File: src/rtl/shift_unit_pipe.sv
// shift_unit_pipe: elastic, multi-stage RV64I/RV32I shift unit.
// Handles SLL/SRL/SRA and the RV64 word forms SLLW/SRLW/SRAW. The shift
// amount is split across PIPE_STAGES register stages so that each stage only
// implements part of the barrel shifter. A sideband tag rides with each op.
module shift_unit_pipe #(
  parameter int XLEN        = 64,
  parameter int PIPE_STAGES = 2,
  parameter int TAG_W       = 5,
  localparam int SHW        = $clog2(XLEN)
) (
  input  logic             clk,
  input  logic             rst_n,
  input  logic             in_valid,
  output logic             in_ready,
  input  logic [2:0]       in_op,
  input  logic [XLEN-1:0]  in_a,
  input  logic [SHW-1:0]   in_shamt,
  input  logic [TAG_W-1:0] in_tag,
  output logic             out_valid,
  input  logic             out_ready,
  output logic [XLEN-1:0]  out_y,
  output logic [TAG_W-1:0] out_tag
);

  // Word forms only exist on a 64-bit datapath; on RV32 they alias full ops.
  localparam bit HAS_WORD = (XLEN == 64);

  // Direction/fill of the shift, carried through every stage.
  typedef enum logic [1:0] {
    KIND_SLL = 2'd0,
    KIND_SRL = 2'd1,
    KIND_SRA = 2'd2
  } kind_e;

  // One in-flight operation: partially shifted value plus what the later
  // stages still need (remaining shamt bits, direction, word flag, tag).
  typedef struct packed {
    logic [XLEN-1:0]  val;
    logic [SHW-1:0]   sh;
    kind_e            kind;
    logic             word;
    logic [TAG_W-1:0] tag;
  } entry_t;

  // Applies the shamt bits owned by 'stage': bit i belongs to stage
  // floor(i*PIPE_STAGES/SHW). SRA fills with the current MSB, which equals
  // the original sign because arithmetic shifts preserve it.
  function automatic logic [XLEN-1:0] shift_stage(
    input logic [XLEN-1:0] v,
    input logic [SHW-1:0]  sh,
    input kind_e           kind,
    input int              stage
  );
    logic [XLEN-1:0] r;
    r = v;
    for (int i = 0; i < SHW; i++) begin
      if (((i * PIPE_STAGES) / SHW == stage) && sh[i]) begin
        case (kind)
          KIND_SLL: r = r << (1 << i);
          KIND_SRA: r = $unsigned($signed(r) >>> (1 << i));
          default:  r = r >> (1 << i);
        endcase
      end
    end
    return r;
  endfunction

  entry_t             pre_d;
  entry_t             stage_in [PIPE_STAGES];
  entry_t             stage_d  [PIPE_STAGES];
  entry_t             ent_q    [PIPE_STAGES];
  logic [PIPE_STAGES-1:0] valid_q;
  logic [PIPE_STAGES-1:0] valid_in;
  logic [PIPE_STAGES-1:0] load;
  logic [XLEN-1:0]    a_zext;
  logic [XLEN-1:0]    a_sext;
  logic [SHW-1:0]     sh_word;
  logic               word_op;

  // Decode the request into a uniform entry. Word ops widen a[31:0] so the
  // low 32 result bits come out of the full-width shifter unchanged; the
  // final sign-extension happens in the last stage. Reserved ops enter with
  // a zero operand, so every shift of it yields zero.
  always_comb begin
    // NOTE: every combinational output gets a default first so no path
    // leaves it unassigned, which would otherwise infer a latch.
    a_zext  = in_a;
    a_sext  = in_a;
    sh_word = in_shamt;
    for (int b = 32; b < XLEN; b++) begin
      a_zext[b] = 1'b0;
      a_sext[b] = in_a[31];
    end
    for (int b = 5; b < SHW; b++) begin
      sh_word[b] = 1'b0;
    end
    word_op    = HAS_WORD && in_op[2];
    pre_d      = '0;
    pre_d.tag  = in_tag;
    pre_d.kind = KIND_SRL;
    case (in_op[1:0])
      2'b00:   pre_d.kind = KIND_SLL;
      2'b10:   pre_d.kind = KIND_SRA;
      default: pre_d.kind = KIND_SRL;
    endcase
    if (in_op[1:0] != 2'b11) begin
      pre_d.word = word_op;
      pre_d.sh   = word_op ? sh_word : in_shamt;
      if (!word_op) begin
        pre_d.val = in_a;
      end else if (in_op[1:0] == 2'b10) begin
        pre_d.val = a_sext;
      end else begin
        pre_d.val = a_zext;
      end
    end
  end

  // Per-stage next values: each stage takes the previous stage's register
  // (stage 0 takes the decoded request) and applies its own shamt bits.
  always_comb begin
    stage_in[0] = pre_d;
    valid_in[0] = in_valid;
    for (int k = 1; k < PIPE_STAGES; k++) begin
      stage_in[k] = ent_q[k-1];
      valid_in[k] = valid_q[k-1];
    end
    for (int k = 0; k < PIPE_STAGES; k++) begin
      stage_d[k]     = stage_in[k];
      stage_d[k].val = shift_stage(stage_in[k].val, stage_in[k].sh,
                                   stage_in[k].kind, k);
    end
    if (stage_d[PIPE_STAGES-1].word) begin
      for (int b = 32; b < XLEN; b++) begin
        stage_d[PIPE_STAGES-1].val[b] = stage_d[PIPE_STAGES-1].val[31];
      end
    end
  end

  // Elastic load enables: a stage loads when it, or any stage after it, is
  // empty, or when the consumer takes the last result this cycle.
  always_comb begin
    logic acc;
    acc  = out_ready;
    load = '0;
    for (int k = PIPE_STAGES - 1; k >= 0; k--) begin
      acc     = acc || !valid_q[k];
      load[k] = acc;
    end
  end

  assign in_ready = load[0] && rst_n;

  // Stage registers: advance every stage whose load enable is set; data only
  // moves with a valid entry so the output holds its last result otherwise.
  always_ff @(posedge clk) begin
    // NOTE: non-blocking assignments so every stage samples the values its
    // neighbours held before this edge, independent of statement order.
    if (!rst_n) begin
      valid_q <= '0;
      // NOTE: the entry storage is cleared too, not just the valid bits, so
      // out_y/out_tag read as zero straight after reset.
      for (int k = 0; k < PIPE_STAGES; k++) begin
        ent_q[k] <= '0;
      end
    end else begin
      for (int k = 0; k < PIPE_STAGES; k++) begin
        if (load[k]) begin
          valid_q[k] <= valid_in[k];
          if (valid_in[k]) begin
            ent_q[k] <= stage_d[k];
          end
        end
      end
    end
  end

  assign out_valid = valid_q[PIPE_STAGES-1];
  assign out_y     = ent_q[PIPE_STAGES-1].val;
  assign out_tag   = ent_q[PIPE_STAGES-1].tag;

endmodule

File: config.mk
export PLATFORM = sky130hd
export DESIGN_NAME = shift_unit_pipe
export DESIGN_NICKNAME = d
export VERILOG_FILES = /design/src/rtl/shift_unit_pipe.sv
export SDC_FILE = /design/constraint.sdc
export NUM_CORES = 1
export LEC_CHECK = 0
export ABC_CLOCK_PERIOD_IN_PS = 10210
export CAP_MARGIN = 25
export CORE_AREA = 2 2 200 202
export DETAILED_ROUTE_END_ITERATION = 10
export DIE_AREA = 0 0 202 204
export GPL_TIMING_DRIVEN = 0
export HOLD_SLACK_MARGIN = 0.05
export SLEW_MARGIN = 20
export SYNTH_ARGS = -nofsm -noshare
export SYNTH_HDL_FRONTEND = slang
export SYNTH_SLANG_ARGS = --single-unit
File: constraint.sdc
create_clock -name clk -period 10.21 [get_ports clk]
set_input_delay 3.063 -clock clk [delete_from_list [all_inputs] [get_ports clk]]
set_output_delay 3.063 -clock clk [all_outputs]
set_load 0.1 [all_outputs]
# Word-level counts from Yosys, hierarchy flattened
# Memories as Yosys holds them, arrays and structs flattened.
# Cells that the tools add are included.
# op_classes
div	0
n_reduce_logical	8
mux	30
n_addsub	0
bitwise	2
shift	0
n_lt_le_gt_ge	0
mul	0
n_eq_ne	4
# op_table
cell	count
$pmux 64 s2	6
$mux 64	8
$mux 78	2
$mux 70	1
$mux 32	1
$mux 1	10
$eq 2x2->1 const B	3
$logic_not 2->1	3
$mux 6	1
$pmux 2 s2	1
$logic_not 1->1	2
$logic_or 1x1->1	2
$ne 2x2->1 const B	1
$or 1x1->1	2
$logic_and 1x1->1	1
# totals
mem_bits_rw	156
romBits	0
out_inout_bits	71
regBits	2
inputBits	82
latch_bits	0
n_memories	1
# mem_list
memory	words	width	read_ports	rd_ports_with_merged_regs	wr	line	rtl
ent_q	2	78	2	0	2	71	entry_t ent_q [PIPE_STAGES];

# Depth between registers and ports, before layout
# Gate-level depths: netlist of the first run.
# logic_depth
depth_word	11
depth_mapped	11

# Least setup slack after synthesis of the first run
# Ideal clock, no wire load.
# synth_path
kind	input to register
from	input port out_ready
to	memory ent_q[0][100] (netlist bit), enable pin
t_arrival_ns	7.995
slack_ns	1.624
setup_ns	0.591
stages	2
n_path_buf	0
path_cell_list	nor2b_1 > o21ai_0
# synth_lines
element	line	rtl
start, declared	20	input logic out_ready,
end, declared	71	

# Worst setup path in the final report of the first run
# layout_path
from	input port out_ready
to	output port in_ready
# layout_between
elab_chain_len	3
# layout_lines
element	line	rtl
$logic_or 1x1->1 (2 in a row)	147	acc = acc || !valid_q[k];
$logic_and 1x1->1	152	assign in_ready = load[0] && rst_n;
end, declared	14	output logic in_ready,
# No other way between the ends.

==> impl_metrics.tcl, run 1 <==
set metrics [dict create \
    synth_top_cell_by_area "edfxtp_1" \
    synth_edf_count 144 \
    rr_endpoint "ent_q[0][115]" \
    final_cell_area_sq_um 18300 \
    synth_seq_area_share_pct 28.3 \
    crit_arrival_ns 5.12 \
    pre_cts_ws_ns 2.02 \
    crit_family "buffers and inverters" \
    ys_types 86 \
    track_usage_pct 43.4 \
    grt_setup_unrepaired "no" \
    antenna_left 0 \
    slowest_stage "clkdlybuf4s50_1" \
    ff2ff_setup_slack_ns 6.47 \
    cts-root-buf "clkbuf_16" \
    place_area_sq_um 17700 \
    postSynthAreaPerCell_sq_um 7.39 \
    holdBufCountCts 0 \
    top_layer "met4" \
    synth_simple_gate_area_share_pct 21.4 \
    crit_type "in2out" \
    cp_common_cell "clkdlybuf4s50_1" \
    synth-compound-area-share_pct 36.8 \
    synth_top_area_share_pct 28.0 \
    ir_worst_vdd_mv 0.111 \
    max_freq_mhz 122 \
    place.gp.congestion 1.08 \
    wl_met2_microns 39800 \
    fin_crit_ns 8.18 \
    num_antenna_cells 0 \
    syn_nets 2172 \
    setup_viol 0 \
    layout-drive-gt1-share_pct 11.2 \
    wl_met3_microns 8550 \
    synthMuxAreaShare_pct 3.21 \
    io_buffers 149 \
    cts_tree "built" \
    yosysWarnings 0 \
    synth_ff_type "edfxtp_1" \
    cts_resized 0 \
    cp-end-kind "primary output" \
    finalCritPeriodShare_pct 80.1 \
    clock_sinks 146 \
    path_buf_inv 2 \
    synth_common_cells "nor2_1 (268), nand2_1 (260), a21oi_1 (256)" \
    hp-start "ent_q[0][0]" \
    drc_errors 0 \
    finalSetupTns_ns 0 \
    path_clk_slew_ns 0.06 \
    slew_headroom_pct 25.9 \
    crit_required_ns 7.15 \
    nets 2344 \
    die_w_microns 202 \
    core_area_sq_um 39200 \
    grt.overflow.total 0 \
    synth_most_common_cell "nor2_1" \
    clock_latency_ns 0.47 \
    placementRows 73 \
    vias_per_cell 6.84 \
    total_leakage_power_uw 0.00654 \
    drv_cap 0 \
    cts_max_level 4 \
    vias 19145 \
    io_pins 153 \
    routed_wl_microns 90200 \
    synth_xor_area_share_pct 0 \
    cts_buffers 17 \
    hold_viol 0 \
    grt_pass1_wl_microns 130000 \
    worst_pin_slew_ns 1.08 \
    status "finished, final reports clean" \
    synth_top_family_by_area "compound AO/OA/AOI/OAI gates" \
    slowest_delay_ns 0.96 \
    slew_violations 0 \
    r2r_cells 7 \
    yosys-top-cells-area "edfxtp_1 (28%), a21oi_1 (8.3%), nor2_1 (6.5%), nand2_1 (6.3%), o21ai_0 (4.6%)" \
    path_cells "clkdlybuf4s50_1 > nor2b_1 > nand2_1 > and2_1 > clkdlybuf4s50_1" \
    synth_cells 2090 \
    fill_cells 4049 \
    grt_max_degree 62 \
    antenna_found_initial 0 \
    hold_depth 1 \
    hold_ws_ns 0.526 \
    ys_seq_elements 146 \
    initial_core_util_pct 39.4 \
    p_per_area_nw_per_um2 142 \
    area_delta_synth_final_pct 18.7 \
    syn_area_sq_um 15400 \
    holdPathEnd "ent_q[0][78]" \
    fin_ws_ns 2.03 \
    start_kind "input port" \
    rr_startpoint "valid_q[1]" \
    die_y_microns 204 \
    synth_fa_ha_area_share_pct 0 \
    cts_setup_buffers 0 \
    dieArea_sq_um 41200 \
    avgRoutedWirePerCell_microns 32.2 \
    critical_path.max_fanout 5 \
    synthArstFlopShare_pct 0 \
    first_global_vias 18536 \
    hold_class "reg2reg" \
    clock_path_buffers 2 \
    drtPass1Iterations 6 \
    wl_met1_microns 31500 \
    drtIter0Drc 2563 \
    final_util_pct 46.8 \
    post-dp-hpwl_microns 70600 \
    skew_ns 0.0121 \
]
cells by family (layout without fill, tap and decap cells):
kind of cell | Yosys count | in the layout
AND/OR/NAND/NOR | 732 | 732
multiplexers | 48 | 48
buffers and inverters | 307 | 492
AO/OA/AOI/OAI | 857 | 857
flip-flops | 146 | 146
worst max path at each step:
| stage | start | end | cells past startpoint |
|---|---|---|---|
| final | out_ready | in_ready | 5 |
| after global placement | out_ready | ent_q[0][118] | 3 |
| after floorplan | out_ready | ent_q[0][100] | 2 |
| after CTS | out_ready | in_ready | 5 |
| after global routing | out_ready | in_ready | 5 |
| after detailed placement | out_ready | in_ready | 5 |
metal layers:
layer	track usage, %	up-vias
met5	0	-
met4	41.2	0
met3	9.55	554
met2	69.4	1585
met1	48.0	8876
li1	-	8130
area by class of cell:
type	count	area, sq um	share of cell area, %
Clock inverter	14	204	1.11
Clock buffer	18	429	2.34
Multi-Input combinational cell	1637	9510	51.9
Buffer	280	1490	8.12
Sequential cell	146	4360	23.8
Tap cell	525	657	3.58
Timing Repair Buffer	153	1580	8.61
Inverter	27	101	0.553
report_power, final:
group,total [uW],switching [uW],internal [uW]
logic,1170,835,334
registers,766,39.8,726
clock network,674,262,412
total,2610,1140,1470
worst reg2reg max path, delay by kind of cell, from the launching register on:
family        cells  cell delay, ns
simple gates      4            0.82
buf+inv           3            2.31
flops             1            0.32
layout by cell type (no fill, tap or decap), types with 18 or more instances in the layout:
cell type | Yosys | routed
nor2_1 | 268 | 267
nand2_1 | 260 | 259
a21oi_1 | 256 | 256
clkdlybuf4s50_1 | 0 | 149
edfxtp_1 | 144 | 144
o21ai_0 | 142 | 141
clkbuf_1 | 98 | 99
buf_4 | 83 | 83
buf_2 | 77 | 78
a31oi_1 | 74 | 74
o221ai_1 | 52 | 52
nand2b_1 | 44 | 44
mux2i_1 | 36 | 36
nor2b_1 | 33 | 33
o22ai_1 | 30 | 30
and2_1 | 27 | 27
o22a_1 | 25 | 25
o211ai_1 | 25 | 25
inv_1 | 22 | 22
a211oi_1 | 22 | 22
nor3_1 | 21 | 21
a22oi_1 | 21 | 21
buf_1 | 18 | 18
registers in the layout, summed over array words and instances (netlist names):
register  cells
ent_q       144
valid_q       2
metrics by stage:
stage                     std cells  total power [uW]
after floorplan                2090              1490
final                          2800              2610
after global routing           2800              2680
after detailed placement       2767              1890
after global placement         2764              1890
after CTS                      2799              2560
No activity file was read; power rests on OpenSTA's default activity.
==> run 2: changes to the inputs <==
ABC_CLOCK_PERIOD_IN_PS = 6800   (was 10210)
clock period = 6.8 ns   (was 10.21 ns; I/O delays follow)
==> impl_metrics.tcl, run 2 (synthesis results as in run 1) <==
set metrics [dict create \
    status "finished, final reports clean" \
    crit_required_ns 4.76 \
    grt_setup_unrepaired "no" \
    slew_violations 0 \
    cp-end-kind "primary output" \
    startpoint "out_ready" \
    io_pins 153 \
    crit_type "in2out" \
    clock_path_buffers 2 \
    hold_class "reg2reg" \
    path_clk_slew_ns 0.06 \
    cts_setup_buffers 0 \
    total_leakage_power_uw 0.00651 \
    cts-root-buf "clkbuf_16" \
    totalPowerFinal_uw 3840 \
    largest-register "ent_q" \
    area_delta_synth_final_pct 18.5 \
    hp-start "ent_q[0][4]" \
    drtPass1Iterations 6 \
    die_w_microns 202 \
    final_util_pct 46.7 \
    wl_met3_microns 8860 \
    holdBufCountCts 0 \
    fill_cells 3982 \
    vias_per_cell 6.86 \
    grt.overflow.total 0 \
    drc_errors 0 \
    placementRows 73 \
    ir_worst_vdd_mv 0.176 \
    top_layer "met4" \
    p_per_area_nw_per_um2 210 \
    layout-drive-gt1-share_pct 11.2 \
    antenna_found_initial 2 \
    routed_wl_microns 89800 \
    track_usage_pct 43.1 \
    largest_reg_flops 144 \
    clock_latency_ns 0.45 \
    place.gp.congestion 1.09 \
    core_area_sq_um 39200 \
    critical_path.max_fanout 5 \
    setup_viol 0 \
    cts_buffers 17 \
    clock_sinks 146 \
    cts_max_level 4 \
    grt_pass1_wl_microns 130000 \
    wl_met1_microns 31100 \
    crit_arrival_ns 4.13 \
    final_cell_mix "nor2_1 (268), nand2_1 (259), a21oi_1 (256), clkdlybuf4s50_1 (149), edfxtp_1 (144)" \
    max_freq_mhz 162 \
    skew_ns 0.00781 \
    hold_ws_ns 0.528 \
    initial_core_util_pct 39.4 \
    rr_startpoint "valid_q[1]" \
    worst_pin_slew_ns 1.19 \
    slew_headroom_pct 19.7 \
    top_regs "ent_q x144, valid_q x2" \
    start_kind "input port" \
    avgRoutedWirePerCell_microns 32.0 \
    wl_met2_microns 39900 \
    first_global_vias 18697 \
    grt_max_degree 64 \
    finalCritPeriodShare_pct 90.7 \
    drv_cap 0 \
    die_y_microns 204 \
    hold_viol 0 \
    vias 19215 \
    dieArea_sq_um 41200 \
    final_common_cell "nor2_1" \
    io_buffers 149 \
    final-seq-area_sq_um 4360 \
    fin_crit_ns 6.17 \
    nets 2344 \
    multi_input_area_sq_um 9510 \
    cts_resized 0 \
    drtIter0Drc 2688 \
    post-dp-hpwl_microns 69900 \
    antenna_left 0 \
    cts_tree "built" \
]
-- run 2: worst max-delay path: stages --
cell and delay, ns:
clkdlybuf4s50_1 0.41, nor2b_1 0.38, nand2_1 0.15, and2_1 0.19, clkdlybuf4s50_1 0.96
-- run 2: area by class of cell --
type                    instances  share of cell area, %
diodes                          3                 0.0410
plain buffers                 280                   8.14
clock buffers                  18                   2.34
clock inverters                14                  0.855
inverters                      27                  0.554
multi-input cells            1637                   52.0
flip-flops and latches        146                   23.8
well taps                     525                   3.59
repair buffers                153                   8.66
-- run 2: final timing paths --
kind,end,slack [ns],depth (start not counted)
hold / removal,ent_q[0][82],0.53,1
setup reg to reg,ent_q[0][143],3.13,7
hold reg to reg,ent_q[0][82],0.53,1
setup / recovery,in_ready,0.63,5
-- run 2: per-layer routing --
metal / up-vias / GRT usage (%)
met1: 8806 / 48.2
met3: 583 / 7.99
li1: 8127 / -
met4: 0 / 39.9
met2: 1699 / 69.7
met5: - / 0
-- run 2: where the power goes --
group | switching [uW] | internal, uW | leakage [uW]
sequential | 59.3 | 1090 | 0.00157
combinational | 1250 | 502 | 0.00467
clock | 390 | 543 | 0.000269
-- run 2: through the flow --
stage | cell area [sq um] | instances | setup WS [ns] | TNS, ns
finish | 18300 | 2803 | 0.632 | 0
detailed placement | 17700 | 2768 | 0.653 | 0
CTS | 18300 | 2800 | 0.649 | 0
global route | 18300 | 2802 | 0.594 | 0
global placement | 17600 | 2764 | -0.327 | -21.55
floorplan | 15400 | 2090 | 1.10 | 0
